File: config.mk
export PLATFORM = sky130hd
export DESIGN_NAME = chrom_fetch_unit
export DESIGN_NICKNAME = d
export VERILOG_FILES = /design/src/rtl/ec_fe_pkg.sv /design/src/rtl/ec_counter.sv /design/src/rtl/gene_skid_fifo.sv /design/src/rtl/chrom_fetch_unit.sv
export SDC_FILE = /design/constraint.sdc
export NUM_CORES = 1
export LEC_CHECK = 0
export ABC_AREA = 1
export CELL_PAD_IN_SITES_DETAIL_PLACEMENT = 1
export CELL_PAD_IN_SITES_GLOBAL_PLACEMENT = 2
export CORE_UTILIZATION = 31
export CTS_BUF_LIST = sky130_fd_sc_hd__clkbuf_16
export DETAILED_ROUTE_END_ITERATION = 16
export PLACE_DENSITY_LB_ADDON = 0.05
export SLEW_MARGIN = 40
export SYNTH_ARGS = -nofsm -noshare
export SYNTH_HDL_FRONTEND = slang
export SYNTH_HIERARCHICAL = 1
export SYNTH_SLANG_ARGS = --single-unit
export TNS_END_PERCENT = 10
File: constraint.sdc
create_clock -name clk_i -period 2 [get_ports clk_i]
set_clock_uncertainty 0.15 [all_clocks]
set_input_delay 0.3 -clock clk_i [delete_from_list [all_inputs] [get_ports clk_i]]
set_output_delay 0.3 -clock clk_i [all_outputs]
set_load 0.03 [all_outputs]
File: src/rtl/ec_fe_pkg.sv
// rtl/ec_fe_pkg.sv - shared sizes, gene type and FSM states for the chromosome fetch unit
package ec_fe_pkg;

    localparam int GENE_WIDTH = 8;
    localparam int NUM_GENES  = 16;
    localparam int POP_SIZE   = 32;
    localparam int IDX_W      = $clog2(POP_SIZE);
    localparam int GIDX_W     = $clog2(NUM_GENES);
    localparam int ADDR_W     = $clog2(POP_SIZE * NUM_GENES);

    typedef logic [GENE_WIDTH-1:0] gene_t;

    typedef enum logic [1:0] {
        IDLE,
        FETCH,
        DRAIN,
        DONE
    } fe_state_e;

endpackage

File: src/rtl/ec_counter.sv
// rtl/ec_counter.sv - up counter with synchronous clear (priority) and enable
// Ports: clk_i/rst_n_i clock and async active-low reset, clr_i clear, en_i count enable,
//        cnt_o current count.
module ec_counter #(
    parameter int W = 4
) (
    input  logic         clk_i,
    input  logic         rst_n_i,
    input  logic         clr_i,
    input  logic         en_i,
    output logic [W-1:0] cnt_o
);

    logic [W-1:0] cnt_q, cnt_d;

    always_comb begin
        cnt_d = cnt_q;
        if (clr_i) begin
            cnt_d = '0;
        end else if (en_i) begin
            cnt_d = cnt_q + W'(1);
        end
    end

    always_ff @(posedge clk_i or negedge rst_n_i) begin
        if (!rst_n_i) begin
            cnt_q <= '0;
        end else begin
            cnt_q <= cnt_d;
        end
    end

    assign cnt_o = cnt_q;

endmodule

File: src/rtl/gene_skid_fifo.sv
// rtl/gene_skid_fifo.sv - 2-entry FIFO that absorbs one cycle of memory read latency
// Ports: clk_i/rst_n_i clock and async active-low reset, flush_i drops all entries,
//        push_i/wdata_i write side, pop_i read side, valid_o non-empty, rdata_o head,
//        occ_o occupancy 0..2.
module gene_skid_fifo #(
    parameter int WIDTH = 8
) (
    input  logic             clk_i,
    input  logic             rst_n_i,
    input  logic             flush_i,
    input  logic             push_i,
    input  logic [WIDTH-1:0] wdata_i,
    input  logic             pop_i,
    output logic             valid_o,
    output logic [WIDTH-1:0] rdata_o,
    output logic [1:0]       occ_o
);

    logic [WIDTH-1:0] mem_q [2];
    logic [WIDTH-1:0] mem_d [2];
    logic             wr_ptr_q, wr_ptr_d;
    logic             rd_ptr_q, rd_ptr_d;
    logic [1:0]       occ_q, occ_d;

    always_comb begin
        mem_d    = mem_q;
        wr_ptr_d = wr_ptr_q;
        rd_ptr_d = rd_ptr_q;
        occ_d    = occ_q;
        if (flush_i) begin
            // Flush wins over a same-cycle push: that data belongs to an aborted fetch.
            wr_ptr_d = 1'b0;
            rd_ptr_d = 1'b0;
            occ_d    = 2'd0;
        end else begin
            if (push_i) begin
                mem_d[wr_ptr_q] = wdata_i;
                wr_ptr_d        = ~wr_ptr_q;
            end
            if (pop_i) begin
                rd_ptr_d = ~rd_ptr_q;
            end
            occ_d = occ_q + {1'b0, push_i} - {1'b0, pop_i};
        end
    end

    always_ff @(posedge clk_i or negedge rst_n_i) begin
        if (!rst_n_i) begin
            mem_q[0] <= '0;
            mem_q[1] <= '0;
            wr_ptr_q <= 1'b0;
            rd_ptr_q <= 1'b0;
            occ_q    <= 2'd0;
        end else begin
            mem_q    <= mem_d;
            wr_ptr_q <= wr_ptr_d;
            rd_ptr_q <= rd_ptr_d;
            occ_q    <= occ_d;
        end
    end

    assign valid_o = (occ_q != 2'd0);
    assign rdata_o = mem_q[rd_ptr_q];
    assign occ_o   = occ_q;

    no_overflow: assert property (@(posedge clk_i) disable iff (!rst_n_i)
        !(push_i && !pop_i && !flush_i && occ_q == 2'd2));

endmodule

File: src/rtl/chrom_fetch_unit.sv
// rtl/chrom_fetch_unit.sv - reads one chromosome from population SRAM and streams its genes
// Ports: clk_i/rst_n_i clock and async active-low reset; start_i/chrom_idx_i fetch request;
//        abort_i flush; busy_o/done_o/err_o status; mem_rd_en_o/mem_addr_o/mem_rdata_i
//        1-cycle-latency SRAM read port; gene_valid_o/gene_ready_i/gene_data_o/gene_idx_o/
//        gene_last_o gene stream.
module chrom_fetch_unit #(
    parameter int  GENE_WIDTH = ec_fe_pkg::GENE_WIDTH,
    parameter int  NUM_GENES  = ec_fe_pkg::NUM_GENES,
    parameter int  POP_SIZE   = ec_fe_pkg::POP_SIZE,
    localparam int IDX_W      = $clog2(POP_SIZE),
    localparam int GIDX_W     = $clog2(NUM_GENES),
    localparam int ADDR_W     = $clog2(POP_SIZE * NUM_GENES)
) (
    input  logic                  clk_i,
    input  logic                  rst_n_i,
    input  logic                  start_i,
    input  logic [IDX_W-1:0]      chrom_idx_i,
    input  logic                  abort_i,
    output logic                  busy_o,
    output logic                  done_o,
    output logic                  err_o,
    output logic                  mem_rd_en_o,
    output logic [ADDR_W-1:0]     mem_addr_o,
    input  logic [GENE_WIDTH-1:0] mem_rdata_i,
    output logic                  gene_valid_o,
    input  logic                  gene_ready_i,
    output logic [GENE_WIDTH-1:0] gene_data_o,
    output logic [GIDX_W-1:0]     gene_idx_o,
    output logic                  gene_last_o
);

    import ec_fe_pkg::*;

    fe_state_e         state_q, state_d;
    logic [ADDR_W-1:0] base_q, base_d;
    logic              inflight_q, inflight_d;
    logic              err_q, err_d;

    logic [GIDX_W:0]   issue_cnt;
    logic [GIDX_W-1:0] accept_cnt;
    logic [1:0]        occ;
    logic              pop;
    logic              idx_ok;
    logic              issue_clr;
    logic              accept_clr;
    logic              fifo_flush;

    assign idx_ok = ({1'b0, chrom_idx_i} < (IDX_W + 1)'(POP_SIZE));
    assign pop    = gene_valid_o && gene_ready_i;

    // A read is allowed only if its data is guaranteed a FIFO slot when it returns:
    // entries held plus the read still in flight, less what leaves this cycle, must be < 2.
    assign mem_rd_en_o = (state_q == FETCH) &&
                         (({1'b0, occ} + {2'b00, inflight_q}) < (3'd2 + {2'b00, pop}));
    assign mem_addr_o  = base_q + ADDR_W'(issue_cnt);

    always_comb begin
        state_d    = state_q;
        base_d     = base_q;
        inflight_d = mem_rd_en_o;
        err_d      = 1'b0;
        issue_clr  = 1'b0;
        accept_clr = 1'b0;
        fifo_flush = 1'b0;
        if (abort_i) begin
            state_d    = IDLE;
            inflight_d = 1'b0;
            fifo_flush = 1'b1;
            issue_clr  = 1'b1;
            accept_clr = 1'b1;
        end else begin
            case (state_q)
                IDLE: begin
                    if (start_i) begin
                        if (idx_ok) begin
                            state_d   = FETCH;
                            base_d    = ADDR_W'(chrom_idx_i) * ADDR_W'(NUM_GENES);
                            issue_clr = 1'b1;
                        end else begin
                            err_d = 1'b1;
                        end
                    end
                end
                FETCH: begin
                    // Leave as the final read is issued so no extra read slot is wasted.
                    if (mem_rd_en_o && issue_cnt == (GIDX_W + 1)'(NUM_GENES - 1)) begin
                        state_d = DRAIN;
                    end
                end
                DRAIN: begin
                    if (pop && gene_last_o) begin
                        state_d = DONE;
                    end
                end
                DONE: begin
                    state_d    = IDLE;
                    accept_clr = 1'b1;
                end
                default: begin
                    state_d = IDLE;
                end
            endcase
        end
    end

    always_ff @(posedge clk_i or negedge rst_n_i) begin
        if (!rst_n_i) begin
            state_q    <= IDLE;
            base_q     <= '0;
            inflight_q <= 1'b0;
            err_q      <= 1'b0;
        end else begin
            state_q    <= state_d;
            base_q     <= base_d;
            inflight_q <= inflight_d;
            err_q      <= err_d;
        end
    end

    ec_counter #(.W(GIDX_W + 1)) u_issue_cnt (
        .clk_i   (clk_i),
        .rst_n_i (rst_n_i),
        .clr_i   (issue_clr),
        .en_i    (mem_rd_en_o),
        .cnt_o   (issue_cnt)
    );

    ec_counter #(.W(GIDX_W)) u_accept_cnt (
        .clk_i   (clk_i),
        .rst_n_i (rst_n_i),
        .clr_i   (accept_clr),
        .en_i    (pop),
        .cnt_o   (accept_cnt)
    );

    gene_skid_fifo #(.WIDTH(GENE_WIDTH)) u_fifo (
        .clk_i   (clk_i),
        .rst_n_i (rst_n_i),
        .flush_i (fifo_flush),
        .push_i  (inflight_q),
        .wdata_i (mem_rdata_i),
        .pop_i   (pop),
        .valid_o (gene_valid_o),
        .rdata_o (gene_data_o),
        .occ_o   (occ)
    );

    assign busy_o      = (state_q != IDLE);
    assign done_o      = (state_q == DONE);
    assign err_o       = err_q;
    assign gene_idx_o  = accept_cnt;
    assign gene_last_o = gene_valid_o && (accept_cnt == GIDX_W'(NUM_GENES - 1));

endmodule
# Word-level counts from Yosys, hierarchy flattened
# Cells that the tools add are included.
[totals]
out_inout_bits = 27
register_bits = 37
inputBits = 18
[classes]
n_bitwise = 6
eq_ne = 8
reduce_logical = 16
order_cmp = 4
add_sub_neg = 7
mux = 27
[ops]
columns = ["op", "n"]
rows = [
  ["2-to-1 mux 8 bit", 4],
  ["bitwise mux 16 bit", 1],
  ["nonzero test 2 bit", 6],
  ["2-to-1 mux 1 bit", 11],
  ["2-to-1 mux 2 bit", 5],
  ["2-to-1 mux 5 bit", 2],
  ["adder 9 x 5 -> 9 bit", 1],
  ["demux 8 bit (select 1 bit)", 1],
  ["2-to-1 mux 4 bit", 2],
  ["one-hot mux 2 bit (4 select lines)", 1],
  ["logical AND 1 bit", 6],
  ["inequality test 3 bit, second input constant", 2],
  ["AND reduction 3 bit", 2],
  ["adder 5 x 1 -> 5 bit, second input constant", 1],
  ["== test 5 x 4 -> 1 bit, second input constant", 1],
  ["adder 4 x 1 -> 4 bit, second input constant", 1],
  ["== test 2 bit, second input constant", 2],
  ["== test 4 bit, second input constant", 1],
  [">= comparator 2 bit, second input constant", 2],
  ["NOT 1 bit", 4],
  ["NOT 1 -> 2 bit", 2],
  ["adder 2 x 1 -> 3 bit", 1],
  ["adder 2 x 1 -> 3 bit, first input constant", 1],
  ["less-than comparator 3 bit", 1],
  ["other kinds (7)", 7],
]

# Longest topological paths before layout
[depth]
word_depth = 9
ltp_mapped = 11
mapped_depth_nobuf = 11

# Cells and area by module
# Netlist, hierarchy kept.
[by_module_without_submodules]
columns = ["mod", "cells_per_inst", "seq_area_each_um2", "n_inst", "area_per_inst_um2"]
rows = [
  ["gene_skid_fifo", 94, 500.5, 1, 984.7],
  ["chrom_fetch_unit", 75, 200.2, 1, 655.6],
  ["ec_counter (u_issue_cnt)", 32, 125.1, 1, 266.5],
  ["ec_counter (u_accept_cnt)", 24, 100.1, 1, 201.4],
]

# Worst setup path after synthesis
# OpenSTA, ideal clock, no wires.
[synth_path]
kind = "register to register"
startpoint = "register inflight_q"
endpoint = "register u_issue_cnt.cnt_q[3], in the netlist u_issue_cnt/cnt_o[3]"
setup_ns = 0.120
required_time_ns = 1.730
path_buffers = 0
path_slack_ns = 0.033
t_arrival_ns = 1.697
path_stages_with_launch = 11
path_cell_list = "dfrtp_1 ha_1 ha_1 nand2_1 nand2_1 inv_1 nor2_4 nor2_2 nand3_1 nand2_1 nor2_1"
[synth_via]
elab_chain_len = 4
[synth_lines]
columns = ["element", "line", "text"]
rows = [
  ["start, declared", "chrom_fetch_unit.sv:36", "logic inflight_q, inflight_d;"],
  ["start signal, assigned", "chrom_fetch_unit.sv:115", "inflight_q <= inflight_d;"],
  ["adder 2 x 1 -> 3 bit", "chrom_fetch_unit.sv:54", "(({1'b0, occ} + {2'b00, inflight_q}) < (3'd2 + {2'b00, pop}));"],
  ["less-than comparator 3 bit", "chrom_fetch_unit.sv:54", ""],
  ["logical AND 1 bit", "chrom_fetch_unit.sv:53", "assign mem_rd_en_o = (state_q == FETCH) &&"],
  ["net mem_rd_en_o", "chrom_fetch_unit.sv:22", "output logic mem_rd_en_o,"],
  ["nonzero test 2 bit (no source line)", "--", ""],
  ["end signal, assigned", "ec_counter.sv:29", "cnt_q <= cnt_d;"],
  ["end, declared", "ec_counter.sv:14", "logic [W-1:0] cnt_q, cnt_d;"],
]
# The timed path passes the listed nets, and every way through them passes these cells.
# A chain may end at the register's enable or synchronous reset.

# Worst setup path in the final report
[layout_path]
startpoint = "register inflight_q"
endpoint = "output mem_rd_en_o"
[layout_via]
elab_chain_len = 3
[layout_lines]
columns = ["element", "line"]
rows = [
  ["adder 2 x 1 -> 3 bit", "chrom_fetch_unit.sv:54"],
  ["less-than comparator 3 bit", "chrom_fetch_unit.sv:54"],
  ["logical AND 1 bit", "chrom_fetch_unit.sv:53"],
  ["end, declared", "chrom_fetch_unit.sv:22"],
]
# No other way between the ends.

==> flow_summary.json <==
{
  "regArea_um2": 926,
  "yosys_warnings": 6,
  "hpwl_um": 3260,
  "fp.dieW_um": 84.5,
  "routed_wl_um": 4430,
  "clock_power_share_pct": 19.9,
  "max_slew_margin_pct": 66.4,
  "gp_congestion": 0.656,
  "num_rows": 29,
  "criticalPathCategory": "register to output pin",
  "htreeDepth": 2,
  "post-place-cells": 351,
  "drc_errors": 4,
  "drt_iter0_markers": 37,
  "critPathLaunchType": "register",
  "finalHoldViolCount": 0,
  "nets": 312,
  "r2r_cells": 9,
  "total_power_mw": 3.74,
  "dr.pass1.iters": 12,
  "hold_end": "u_fifo/mem_q[12]",
  "crit_buf_inv": 2,
  "cts_tree": "built",
  "clk_path_buf_depth": 2,
  "grt_pass1_vias": 1704,
  "synthCells": 225,
  "cp-end-kind": "output pin",
  "fmaxAchievable_ghz": 0.516,
  "avgSynthCellArea_um2": 9.37,
  "yosys-top-cells-area": "dfrtp_1, nand2_1, ha_1",
  "ioPinCount": 45,
  "dieArea_um2": 7130,
  "layout_common_cells": "nand2_1, dfrtp_1, inv_1",
  "crit_fanout": 3,
  "die_h_um": 84.5,
  "r2r-end": "u_issue_cnt/cnt_o[4]",
  "postRouteAntennaNets": 0,
  "power.density_nw_per_um2": 1330,
  "hold_class": "register to register",
  "place_area_um2": 2670,
  "clk_pin_slew_ns": 0.05,
  "period_minus_slack_ns": 1.94,
  "synth_nets": 255,
  "finalMaxSlewViolations": 0,
  "synth_top_area_cell": "dfrtp_1",
  "core-area_um2": 6460,
  "worstMarginPinSlew_ns": 0.504,
  "grt.overflow.total": 0,
  "routedWlPerCell_um": 12.3,
  "intPower_mw": 2.21,
  "cp_slowest_cell": "dfrtp_1",
  "antenna_found_initial": 0,
  "swShare_pct": 40.9,
  "initial_core_util_pct": 32.6,
  "mostFrequentLayoutCell": "nand2_1",
  "p_leak_nw": 1.42,
  "drv_cap": 0,
  "holdPathStages": 2,
  "p_switching_mw": 1.53,
  "ys_types": 31,
  "synth-seq-area-share_pct": 43.9,
  "pwr-share-seq_pct": 30.7,
  "final_cells": 360,
  "grt_max_degree": 38,
  "rsz0062_at_grt": "yes",
  "combPwrFrac_pct": 49.5,
  "multi_input_area_um2": 1020,
  "r2r_slack_ns": 0.30,
  "holdWs_ns": 0.330,
  "via_per_inst": 4.51,
  "syn2layout_area_growth_pct": 33.7,
  "portBuffers": 43,
  "finalInstanceArea_um2": 2820,
  "critPathMaxStageDelay_ns": 0.40,
  "dr_total_vias": 1622,
  "violations": "design-rule violations",
  "cts.sinks": 37,
  "num_antenna_cells": 0,
  "grt_util_all_layers_pct": 14.1,
  "worstPathArrival_ns": 1.49,
  "cp_cell_sequence": "ha_2 > ha_1 > nand2_2 > nand2_2 > inv_4 > buf_6",
  "status": "finished with violations",
  "grt_pass1_wl_um": 7850,
  "crit_family": "adder cells",
  "rr_startpoint": "inflight_q",
  "netlist_area_um2": 2110,
  "ir_drop_uv": 478,
  "cts_root_buf": "clkbuf_16",
  "finalSetupViolations": 0,
  "hp-start": "u_fifo/mem_q[12]",
  "cts_buffers": 5,
  "ys_seq_elements": 37,
  "worst_path_most_repeated_cell": "nand2_2",
  "nFillCells": 763,
  "finalCritPeriodShare_pct": 96.9,
  "drive_above_1_share_pct": 28.3,
  "synth.top_cell.area_share_pct": 43.9,
  "clkLatencyLatePin_ns": 0.28,
  "critical_path_required_ns": 1.55
}
## sequential cells by signal, indices dropped and copies added (netlist names)
signal,cells
state_q,2
base_q,5
u_accept_cnt/cnt_o,4
u_fifo/rd_ptr_q,1
u_fifo/occ_o,2
inflight_q,1
u_fifo/mem_q,16
u_issue_cnt/cnt_o,5
u_fifo/wr_ptr_q,1
## synthesized netlist by cell type
master     n
nand2_1   44
dfrtp_1   37
inv_1     29
o21ai_2   16
nor2_1    15
nand3_1   14
ha_1      12
a21oi_1    8
mux2_2     8
mux2_4     5
inv_2      4
nor2_2     4
buf_6      3
nor2_4     3
xnor2_1    3
nand2_2    2
nand3_4    2
nor3_1     2
o21ai_0    2
a21oi_2    1
buf_2      1
buf_4      1
clkinv_1   1
clkinv_2   1
conb_1     1
nand2_4    1
nand3_2    1
nor3_2     1
o21ai_1    1
or2_1      1
xor2_1     1
## timing repair
action                                  CTS  global route
endpoints found under the hold margin    37             0
setup buffers                             0             0
hold buffers                              1             0
endpoints found under the setup margin   15             4
resized for setup                        19             7
## worst max-delay path by stage
stage                     startpoint              endpoint  slack, ns  cells after the start
after global routing      inflight_q           mem_rd_en_o     -0.007                      6
after CTS                  base_q[4]         mem_addr_o[5]      0.005                      3
after floorplan           inflight_q  u_issue_cnt/cnt_o[3]       0.03                     10
after global placement     base_q[4]         mem_addr_o[5]       0.05                      3
after detailed placement   base_q[4]         mem_addr_o[5]       0.04                      3
final                     inflight_q           mem_rd_en_o       0.06                      6
## stage by stage
| stage | util [%] | setup slack [ns] | TNS, ns |
|---|---|---|---|
| after CTS | 43.5 | 0.00527 | 0 |
| after detailed placement | 41.3 | 0.0423 | 0 |
| final | 43.6 | 0.0612 | 0 |
| after global placement | 41.3 | 0.0533 | 0 |
| after floorplan | - | 0.0325 | 0 |
| after global routing | 43.6 | -0.00717 | -0.00717 |
## metal layers
metal  part of all wire (%)  track usage, %  up-vias
li1                       -               -      834
met1                     48            18.0      750
met2                     46            23.1       30
met3                    4.1            3.05        8
met4                    1.8            6.01        0
met5                      0               0        -
## final cells by class
cell class	count	share of cell area (%)
multi-input combinational	148	36.1
sequential	37	32.8
timing repair buffer	55	17.9
inverter	35	4.79
clock buffer	5	4.44
tap	77	3.42
clock inverter	3	0.488
## worst reg2reg max path, stage by stage, from the launching register on
cell     delay (ns)
dfrtp_1        0.40
ha_2           0.19
ha_1           0.28
nand2_2        0.06
nand2_2        0.09
inv_4          0.05
nor2_4         0.15
nor2_4         0.05
a21oi_1        0.12
nor2_1         0.07
## power groups by stage
stage	Clock [mW]	Sequential [mW]	Combinational (mW)
finish	0.743	1.15	1.85
floorplan	0	1.17	1.24
detailed placement	0	1.16	1.95
global placement	0	1.15	1.93
CTS	0.774	1.15	1.88
global route	0.802	1.18	2.05
## kinds of logic after synthesis
group	count (synthesis)	share of synthesized area, %
AO/OA/AOI/OAI	28	9.67
XOR/XNOR	4	1.66
AND/OR/NAND/NOR	90	21.1
flip-flops	37	43.9
multiplexers	13	7.83
adder cells (fa/ha/maj)	12	7.12
other	1	0.178
buffers and inverters	40	8.49
Note: power is estimated with default switching activity, not from simulation.
